**src/rtl/pu_axi_read_gate.sv**
```systemverilog
// AXI4 read gate: holds one AR at a time, asks PolicyCheck for a verdict, then either
// forwards the burst downstream or answers the master locally with DECERR beats.
module pu_axi_read_gate #(
  parameter int ID_WIDTH   = 16,
  parameter int ADDR_WIDTH = 32,
  parameter int DATA_WIDTH = 32,
  parameter int CNT_WIDTH  = 16
) (
  input  logic                  ACLK,
  input  logic                  ARESETN,
  // upstream (untrusted master)
  input  logic [ID_WIDTH-1:0]   S_AXI_ARID,
  input  logic [ADDR_WIDTH-1:0] S_AXI_ARADDR,
  input  logic [7:0]            S_AXI_ARLEN,
  input  logic [2:0]            S_AXI_ARSIZE,
  input  logic                  S_AXI_ARVALID,
  output logic                  S_AXI_ARREADY,
  output logic [ID_WIDTH-1:0]   S_AXI_RID,
  output logic [DATA_WIDTH-1:0] S_AXI_RDATA,
  output logic [1:0]            S_AXI_RRESP,
  output logic                  S_AXI_RLAST,
  output logic                  S_AXI_RVALID,
  input  logic                  S_AXI_RREADY,
  // downstream (interconnect)
  output logic [ID_WIDTH-1:0]   M_AXI_ARID,
  output logic [ADDR_WIDTH-1:0] M_AXI_ARADDR,
  output logic [7:0]            M_AXI_ARLEN,
  output logic [2:0]            M_AXI_ARSIZE,
  output logic                  M_AXI_ARVALID,
  input  logic                  M_AXI_ARREADY,
  input  logic [ID_WIDTH-1:0]   M_AXI_RID,
  input  logic [DATA_WIDTH-1:0] M_AXI_RDATA,
  input  logic [1:0]            M_AXI_RRESP,
  input  logic                  M_AXI_RLAST,
  input  logic                  M_AXI_RVALID,
  output logic                  M_AXI_RREADY,
  // PolicyCheck interface
  output logic [ID_WIDTH-1:0]   PC_ID,
  output logic [ADDR_WIDTH-1:0] PC_ADDR,
  output logic [7:0]            PC_LEN,
  output logic [2:0]            PC_SIZE,
  output logic                  PC_READ_WRITE,
  input  logic                  PC_GRANTED,
  // deny statistics
  output logic                  DENY_PULSE,
  output logic [CNT_WIDTH-1:0]  DENY_COUNT
);

  typedef enum logic [2:0] {IDLE, CHECK, FWD, PASS, DENY} state_t;

  state_t                state_q;
  logic [ID_WIDTH-1:0]   id_q;
  logic [ADDR_WIDTH-1:0] addr_q;
  logic [7:0]            len_q;
  logic [2:0]            size_q;
  logic [7:0]            beat_q;
  logic [CNT_WIDTH-1:0]  cnt_q;
  logic                  arready_q;
  logic                  arvalid_q;
  logic                  dvalid_q;
  logic                  pulse_q;

  logic                  in_pass;
  logic                  in_deny;
  logic                  beat_last;
  logic [CNT_WIDTH-1:0]  cnt_d;

  assign in_pass   = (state_q == PASS);
  assign in_deny   = (state_q == DENY);
  assign beat_last = (beat_q == len_q);
  // The counter sticks at all-ones instead of wrapping.
  assign cnt_d     = (&cnt_q) ? cnt_q : cnt_q + CNT_WIDTH'(1);

  always_ff @(posedge ACLK or negedge ARESETN) begin
    if (!ARESETN) begin
      state_q   <= IDLE;
      id_q      <= '0;
      addr_q    <= '0;
      len_q     <= '0;
      size_q    <= '0;
      beat_q    <= '0;
      cnt_q     <= '0;
      arready_q <= 1'b0;
      arvalid_q <= 1'b0;
      dvalid_q  <= 1'b0;
      pulse_q   <= 1'b0;
    end else begin
      pulse_q <= 1'b0;
      case (state_q)
        IDLE: begin
          if (S_AXI_ARVALID && arready_q) begin
            id_q      <= S_AXI_ARID;
            addr_q    <= S_AXI_ARADDR;
            len_q     <= S_AXI_ARLEN;
            size_q    <= S_AXI_ARSIZE;
            arready_q <= 1'b0;
            state_q   <= CHECK;
          end else begin
            arready_q <= 1'b1;
          end
        end
        CHECK: begin
          if (PC_GRANTED) begin
            arvalid_q <= 1'b1;
            state_q   <= FWD;
          end else begin
            beat_q   <= '0;
            dvalid_q <= 1'b1;
            pulse_q  <= 1'b1;
            cnt_q    <= cnt_d;
            state_q  <= DENY;
          end
        end
        FWD: begin
          if (M_AXI_ARREADY) begin
            arvalid_q <= 1'b0;
            state_q   <= PASS;
          end
        end
        PASS: begin
          if (M_AXI_RVALID && S_AXI_RREADY && M_AXI_RLAST) begin
            arready_q <= 1'b1;
            state_q   <= IDLE;
          end
        end
        DENY: begin
          if (S_AXI_RREADY) begin
            if (beat_last) begin
              dvalid_q  <= 1'b0;
              arready_q <= 1'b1;
              state_q   <= IDLE;
            end else begin
              beat_q <= beat_q + 8'd1;
            end
          end
        end
        default: begin
          state_q <= IDLE;
        end
      endcase
    end
  end

  assign S_AXI_ARREADY = arready_q;

  assign PC_ID         = id_q;
  assign PC_ADDR       = addr_q;
  assign PC_LEN        = len_q;
  assign PC_SIZE       = size_q;
  assign PC_READ_WRITE = 1'b0;

  assign M_AXI_ARID    = id_q;
  assign M_AXI_ARADDR  = addr_q;
  assign M_AXI_ARLEN   = len_q;
  assign M_AXI_ARSIZE  = size_q;
  assign M_AXI_ARVALID = arvalid_q;

  // In PASS the R channel is a wire-through; otherwise only DENY drives local beats.
  assign S_AXI_RVALID  = in_pass ? M_AXI_RVALID : dvalid_q;
  assign S_AXI_RID     = in_pass ? M_AXI_RID    : id_q;
  assign S_AXI_RDATA   = in_pass ? M_AXI_RDATA  : '0;
  assign S_AXI_RRESP   = in_pass ? M_AXI_RRESP  : (in_deny ? 2'b11 : 2'b00);
  assign S_AXI_RLAST   = in_pass ? M_AXI_RLAST  : (in_deny && beat_last);
  assign M_AXI_RREADY  = in_pass && S_AXI_RREADY;

  assign DENY_PULSE    = pulse_q;
  assign DENY_COUNT    = cnt_q;

endmodule
```
**config.mk**
```make
export PLATFORM = sky130hd
export DESIGN_NAME = pu_axi_read_gate
export DESIGN_NICKNAME = d
export VERILOG_FILES = /design/src/rtl/pu_axi_read_gate.sv
export SDC_FILE = /design/constraint.sdc
export NUM_CORES = 1
export LEC_CHECK = 0
export BUFFER_PORTS_ARGS = -buffer_cell sky130_fd_sc_hd__buf_2
export CORE_AREA = 2 2 121 123
export CTS_BUF_LIST = sky130_fd_sc_hd__clkbuf_4 sky130_fd_sc_hd__clkbuf_8
export DETAILED_ROUTE_END_ITERATION = 7
export DIE_AREA = 0 0 123 125
export PLACE_DENSITY = 0.67
export SYNTH_ARGS = -nofsm -noshare
export SYNTH_HDL_FRONTEND = slang
export SYNTH_SLANG_ARGS = --single-unit
```
**constraint.sdc**
```tcl
create_clock -name ACLK -period 2.2 [get_ports ACLK]
set_input_delay 0.22 -clock ACLK [delete_from_list [all_inputs] [get_ports ACLK]]
set_output_delay 0.22 -clock ACLK [all_outputs]
set_load 0.02 [all_outputs]
```
Word level (Yosys, flattened, before mapping)
Index checks and enable logic that the tools add are counted.

Register bits after elaboration: 90. Word-level logic and storage cells: 76. Memories kept: 0. Memory bits (read-only): 0. Latch bits: 0. Memory bits (writable): 0. Input bits: 117.

Divide/modulo/power cells: 0. Multipliers: 0. $lt $le $gt $ge: 0. Bitwise operators: 2. Reductions and logical operators: 17. Muxes and demuxes: 31. Add/subtract/negate cells: 2. Eq/ne operators: 13. Shifts and indexed selects: 0.

Operator list (count): 32-bit 2-to-1 mux (1); 8-bit 2-to-1 mux (3); 3-bit 2-to-1 mux (6); 16-bit by 1-bit adder with 16-bit output, second input constant (1); 16-bit 2-to-1 mux (1); 8-bit case mux with 2 select lines (1); 16-bit AND reduction (1); 3-bit case mux with 5 select lines (1); 1-bit 2-to-1 mux (13); 2-bit inequality test, second input constant (6); 4-bit AND reduction (3); 8-bit by 1-bit adder with 8-bit output, second input constant (1); 8-bit == test (1); 3-bit by 2-bit == test with 1-bit output, second input constant (2); 3-bit AND reduction (2); 1-bit logical AND (5); 5-bit AND reduction (1); 2-bit 2-to-1 mux (2); 2-bit by 1-bit inequality test with 1-bit output, second input constant (2); 1-bit case mux with 2 select lines (2); 2-bit nonzero test (2); 3-bit by 1-bit == test with 1-bit output, second input constant (1); 3-bit == test, second input constant (1); 3-bit logical NOT (1); other kinds (4) (5).

Longest topological paths before layout
Word-level depth: 4. Depth in mapped cells: 7. Mapped depth without buffers: 5.

Least setup slack after synthesis
Ideal clock, no wire load.

Path type: register -> register. Start point: register state_q[1]. End point: register cnt_q[10] (netlist: DENY_COUNT[10]). Data arrival time: 1.834 ns. Period minus slack after synthesis: 1.964 ns. Stages on the path, launching flop included: 6. Path buffers: 1. Library setup time: 0.130 ns. Setup slack: 0.236 ns. Path through: dfrtp_1 > or4b_1 > buf_2 > or3_4 > a211o_1 > xnor2_1.

Cells in the longest elaborated chain, start to end: 2.

RTL lines: start: declaration (RTL line 51) `state_t state_q;`; start signal: assignment (RTL line 76) `state_q <= IDLE;`; start signal: assignment (RTL line 97) `state_q <= CHECK;`; start signal: assignment (RTL line 105) `state_q <= FWD;`; 3-bit by 1-bit == test with 1-bit output (RTL line 89) `case (state_q)`; 3-bit AND reduction (no source line); end signal: assignment (RTL line 110) `cnt_q <= cnt_d;`; end: declaration (RTL line 57) `logic [CNT_WIDTH-1:0] cnt_q;`.

No other way between the ends. A chain may end at the register's enable or synchronous reset.

Worst setup path in the final report
Start point: register state_q[1]. End point: output S_AXI_RID[11].

Cells in the longest elaborated chain, start to end: 2.

RTL lines: 3-bit by 2-bit == test with 1-bit output (RTL line 68) `assign in_pass = (state_q == PASS);`; 16-bit 2-to-1 mux (RTL line 160) `assign S_AXI_RID = in_pass ? M_AXI_RID : id_q;`; end: declaration (RTL line 18) `output logic [ID_WIDTH-1:0] S_AXI_RID,`.

No other way between the ends.

==> impl_metrics.env <==
export IMPL_grt_max_degree=60
export IMPL_crit_chain="buf_6 > and2_4 > buf_12 > mux2_2 > buf_2"
export IMPL_synth_edf_count=0
export IMPL_worstPathRequired_ns=1.98
export IMPL_layout_commonest_cell="buf_2"
export IMPL_antenna_found_initial=0
export IMPL_outcome="finished clean"
export IMPL_hold_viol=0
export IMPL_setup_viol=0
export IMPL_clkSlewWorstSetupHoldPaths_ns=0.09
export IMPL_viasPerCell=4.80
export IMPL_maxCapViolCount=0
export IMPL_stdcell_area_sq_um=6470
export IMPL_dr_pass1_iters=5
export IMPL_synth_cell_types=43
export IMPL_drtAntennaViolNets=0
export IMPL_worstHoldPathType="in -> reg"
export IMPL_final_nets=795
export IMPL_critical_path_max_stage_delay_ns=0.37
export IMPL_fin_crit_sh_pct=94.8
export IMPL_crit_cells=5
export IMPL_syn_num_nets=543
export IMPL_io_pins=308
export IMPL_path_delay_family="buffers and inverters"
export IMPL_ctsRootBufferMaster="clkbuf_8"
export IMPL_crit_fanout=42
export IMPL_final_cell_mix="305 x buf_2, 90 x dfrtp_1, 77 x mux2_2"
export IMPL_r2r_end="DENY_COUNT[10]"
export IMPL_r2r_start="state_q[1]"
export IMPL_initial_core_util_pct=33.8
export IMPL_fin_skew_ns=0.0102
export IMPL_ys_warn_count=0
export IMPL_syn_area_per_cell_sq_um=11.3
export IMPL_cts_buffers=9
export IMPL_final_layout_size_suffix_gt1_share_pct=61.7
export IMPL_crit_buf_inv=3
export IMPL_powerDensity_nw_per_um2=1530
export IMPL_drt_wl_total_microns=13800
export IMPL_ys_ff_latch=90
export IMPL_p_leak_uw=0.00340
export IMPL_nFillCells=1400
export IMPL_crit_path_top_delay_cell="dfrtp_1"
export IMPL_cp_start_kind="flop"
export IMPL_grt_usage_pct=17.3
export IMPL_ff2ff_path_depth=4
export IMPL_cp_data_arrival_time_ns=1.87
export IMPL_cts_buffer_depth=2
export IMPL_core_region_area_sq_um=14200
export IMPL_placed_cells=846
export IMPL_fp_dieW_microns=123
export IMPL_syn_to_final_growth_pct=34.7
export IMPL_finalMaxSlewViolations=0
export IMPL_num_rows=44
export IMPL_die_area_sq_um=15400
export IMPL_synthArstFlopShare_pct=100
export IMPL_grt_overflow_total=0
export IMPL_crit_start="state_q[1]"
export IMPL_postSynthCellCount=424
export IMPL_synth_area_sq_um=4800
export IMPL_vias=4154
export IMPL_gp_congestion=0.832
export IMPL_finalCriticalPeriod_ns=2.09
export IMPL_endpoint_kind="output pin"
export IMPL_critical_path_endpoint="S_AXI_RID[11]"
export IMPL_ys_seq_area_share_pct=46.9
export IMPL_drcViolationCount=0
export IMPL_drt_iter0_markers=219
export IMPL_postLayoutSetupSlackWorst_ns=0.114
export IMPL_ir_worst_vdd_v=0.000778
export IMPL_ys_flop_type="dfrtp_1"
export IMPL_r2r_slack_ns=0.26
export IMPL_portBuffers=306
export IMPL_grt_pass1_wl_microns=20800
export IMPL_grt_pass1_vias=3979
export IMPL_setup_tns_ns=0
export IMPL_pre_cts_ws_ns=0.290
export IMPL_num_antenna_cells=0
export IMPL_htreeDepth=3
export IMPL_clkSinkCount=90
export IMPL_clock_latency_ns=0.37
export IMPL_dieHeight_microns=125
export IMPL_rsz0062_at_grt="false"
export IMPL_final_cells=865
export IMPL_fmax_mhz=479
export IMPL_hold_depth=2
export IMPL_avgRoutedWirePerCell_microns=15.9
export IMPL_worstSetupPathType="reg -> out"
export IMPL_place_hpwl_microns=10100
export IMPL_cts_tree="yes"
export IMPL_placed_area_sq_um=6170
[how the worst min path moves through the flow]
| stage | endpoint | from | slack [ns] |
|---|---|---|---|
| detailed placement | M_AXI_ARADDR[16] | ARESETN | 0.19 |
| floorplan | DENY_COUNT[0] | ARESETN | -0.08 |
| finish | M_AXI_ARADDR[0] | S_AXI_ARADDR[0] | 0.08 |
| global route | M_AXI_ARADDR[23] | S_AXI_ARADDR[23] | 0.05 |
| CTS | M_AXI_ARSIZE[2] | S_AXI_ARSIZE[2] | 0.05 |
| global placement | M_AXI_ARADDR[16] | ARESETN | 0.19 |
[state kept, by name, summed over array words and instances, names as in the netlist]
name and cells:
DENY_COUNT 16, state_q 3, M_AXI_ARLEN 8, dvalid_q 1, M_AXI_ARADDR 32, M_AXI_ARID 16, DENY_PULSE 1, S_AXI_ARREADY 1
M_AXI_ARSIZE 3, beat_q 8, M_AXI_ARVALID 1
[metrics by stage]
| stage | hold slack, ns | total power [uW] | util (%) |
|---|---|---|---|
| 2_1_floorplan | -0.0756 | 7210 | - |
| 3_3_place_gp | 0.190 | 8460 | 43.5 |
| 3_5_place_dp | 0.191 | 8510 | 43.5 |
| 4_1_cts | 0.0514 | 9960 | 45.3 |
| 5_1_grt | 0.0514 | 10500 | 45.5 |
| 6_report | 0.0805 | 9880 | 45.5 |
[power breakdown]
group	leakage (uW)	internal, uW	switching [uW]
Clock	0.000120	779	605
Combinational	0.00218	2190	3320
Sequential	0.00111	2340	637
[cells in the mapped netlist, drive strengths merged (4+ instances only)]
master,instances,area (sq um)
nor2,6,22.5
nand3b,4,30.0
nand4,10,62.6
inv,8,30.0
xor2,6,52.6
clkbuf,16,60.1
a21oi,7,35.0
o211ai,6,45.0
dfrtp,90,2250
o311ai,5,43.8
nand2,15,56.3
nand3,11,55.1
mux2,77,867
and3,35,219
xnor2,15,131
nor3,8,40.0
buf,66,483
o21ai,5,25.0
[kinds of logic after synthesis]
family / after synthesis / synth area share [%]
AO/OA/AOI/OAI: 37 / 5.68
XOR/XNOR: 21 / 3.83
buffers and inverters: 90 / 11.9
multiplexers: 78 / 18.3
AND/OR/NAND/NOR: 105 / 12.8
other: 1 / 0.0781
flip-flops: 90 / 46.9
adder cells (fa/ha/maj): 2 / 0.521
[layout make-up]
class	count	area [sq um]	share of cell area, %
Clock buffer	11	139	2.15
Inverter	8	30.0	0.464
Sequential cell	90	2250	34.8
Clock inverter	5	103	1.59
Timing Repair Buffer	323	1720	26.6
Tap cell	184	230	3.56
Multi-Input combinational cell	244	1990	30.8
[what timing repair did]
action	4_1_cts	5_1_grt
setup endpoints to repair	10	18
hold endpoints to repair	31	0
setup buffers	0	1
gates cloned	0	1
pin swaps	0	1
gates resized for setup	1	3
hold buffers	1	0
[per-layer routing]
| layer | global-route usage, % | vias up | routed length (microns) |
|---|---|---|---|
| met5 | 0 | - | 0 |
| met4 | 7.35 | 0 | 334 |
| met3 | 2.92 | 18 | 1010 |
| met2 | 29.2 | 190 | 6730 |
| met1 | 21.6 | 1987 | 5680 |
| li1 | - | 1959 | - |
Note: power is estimated with default switching activity, not from simulation.
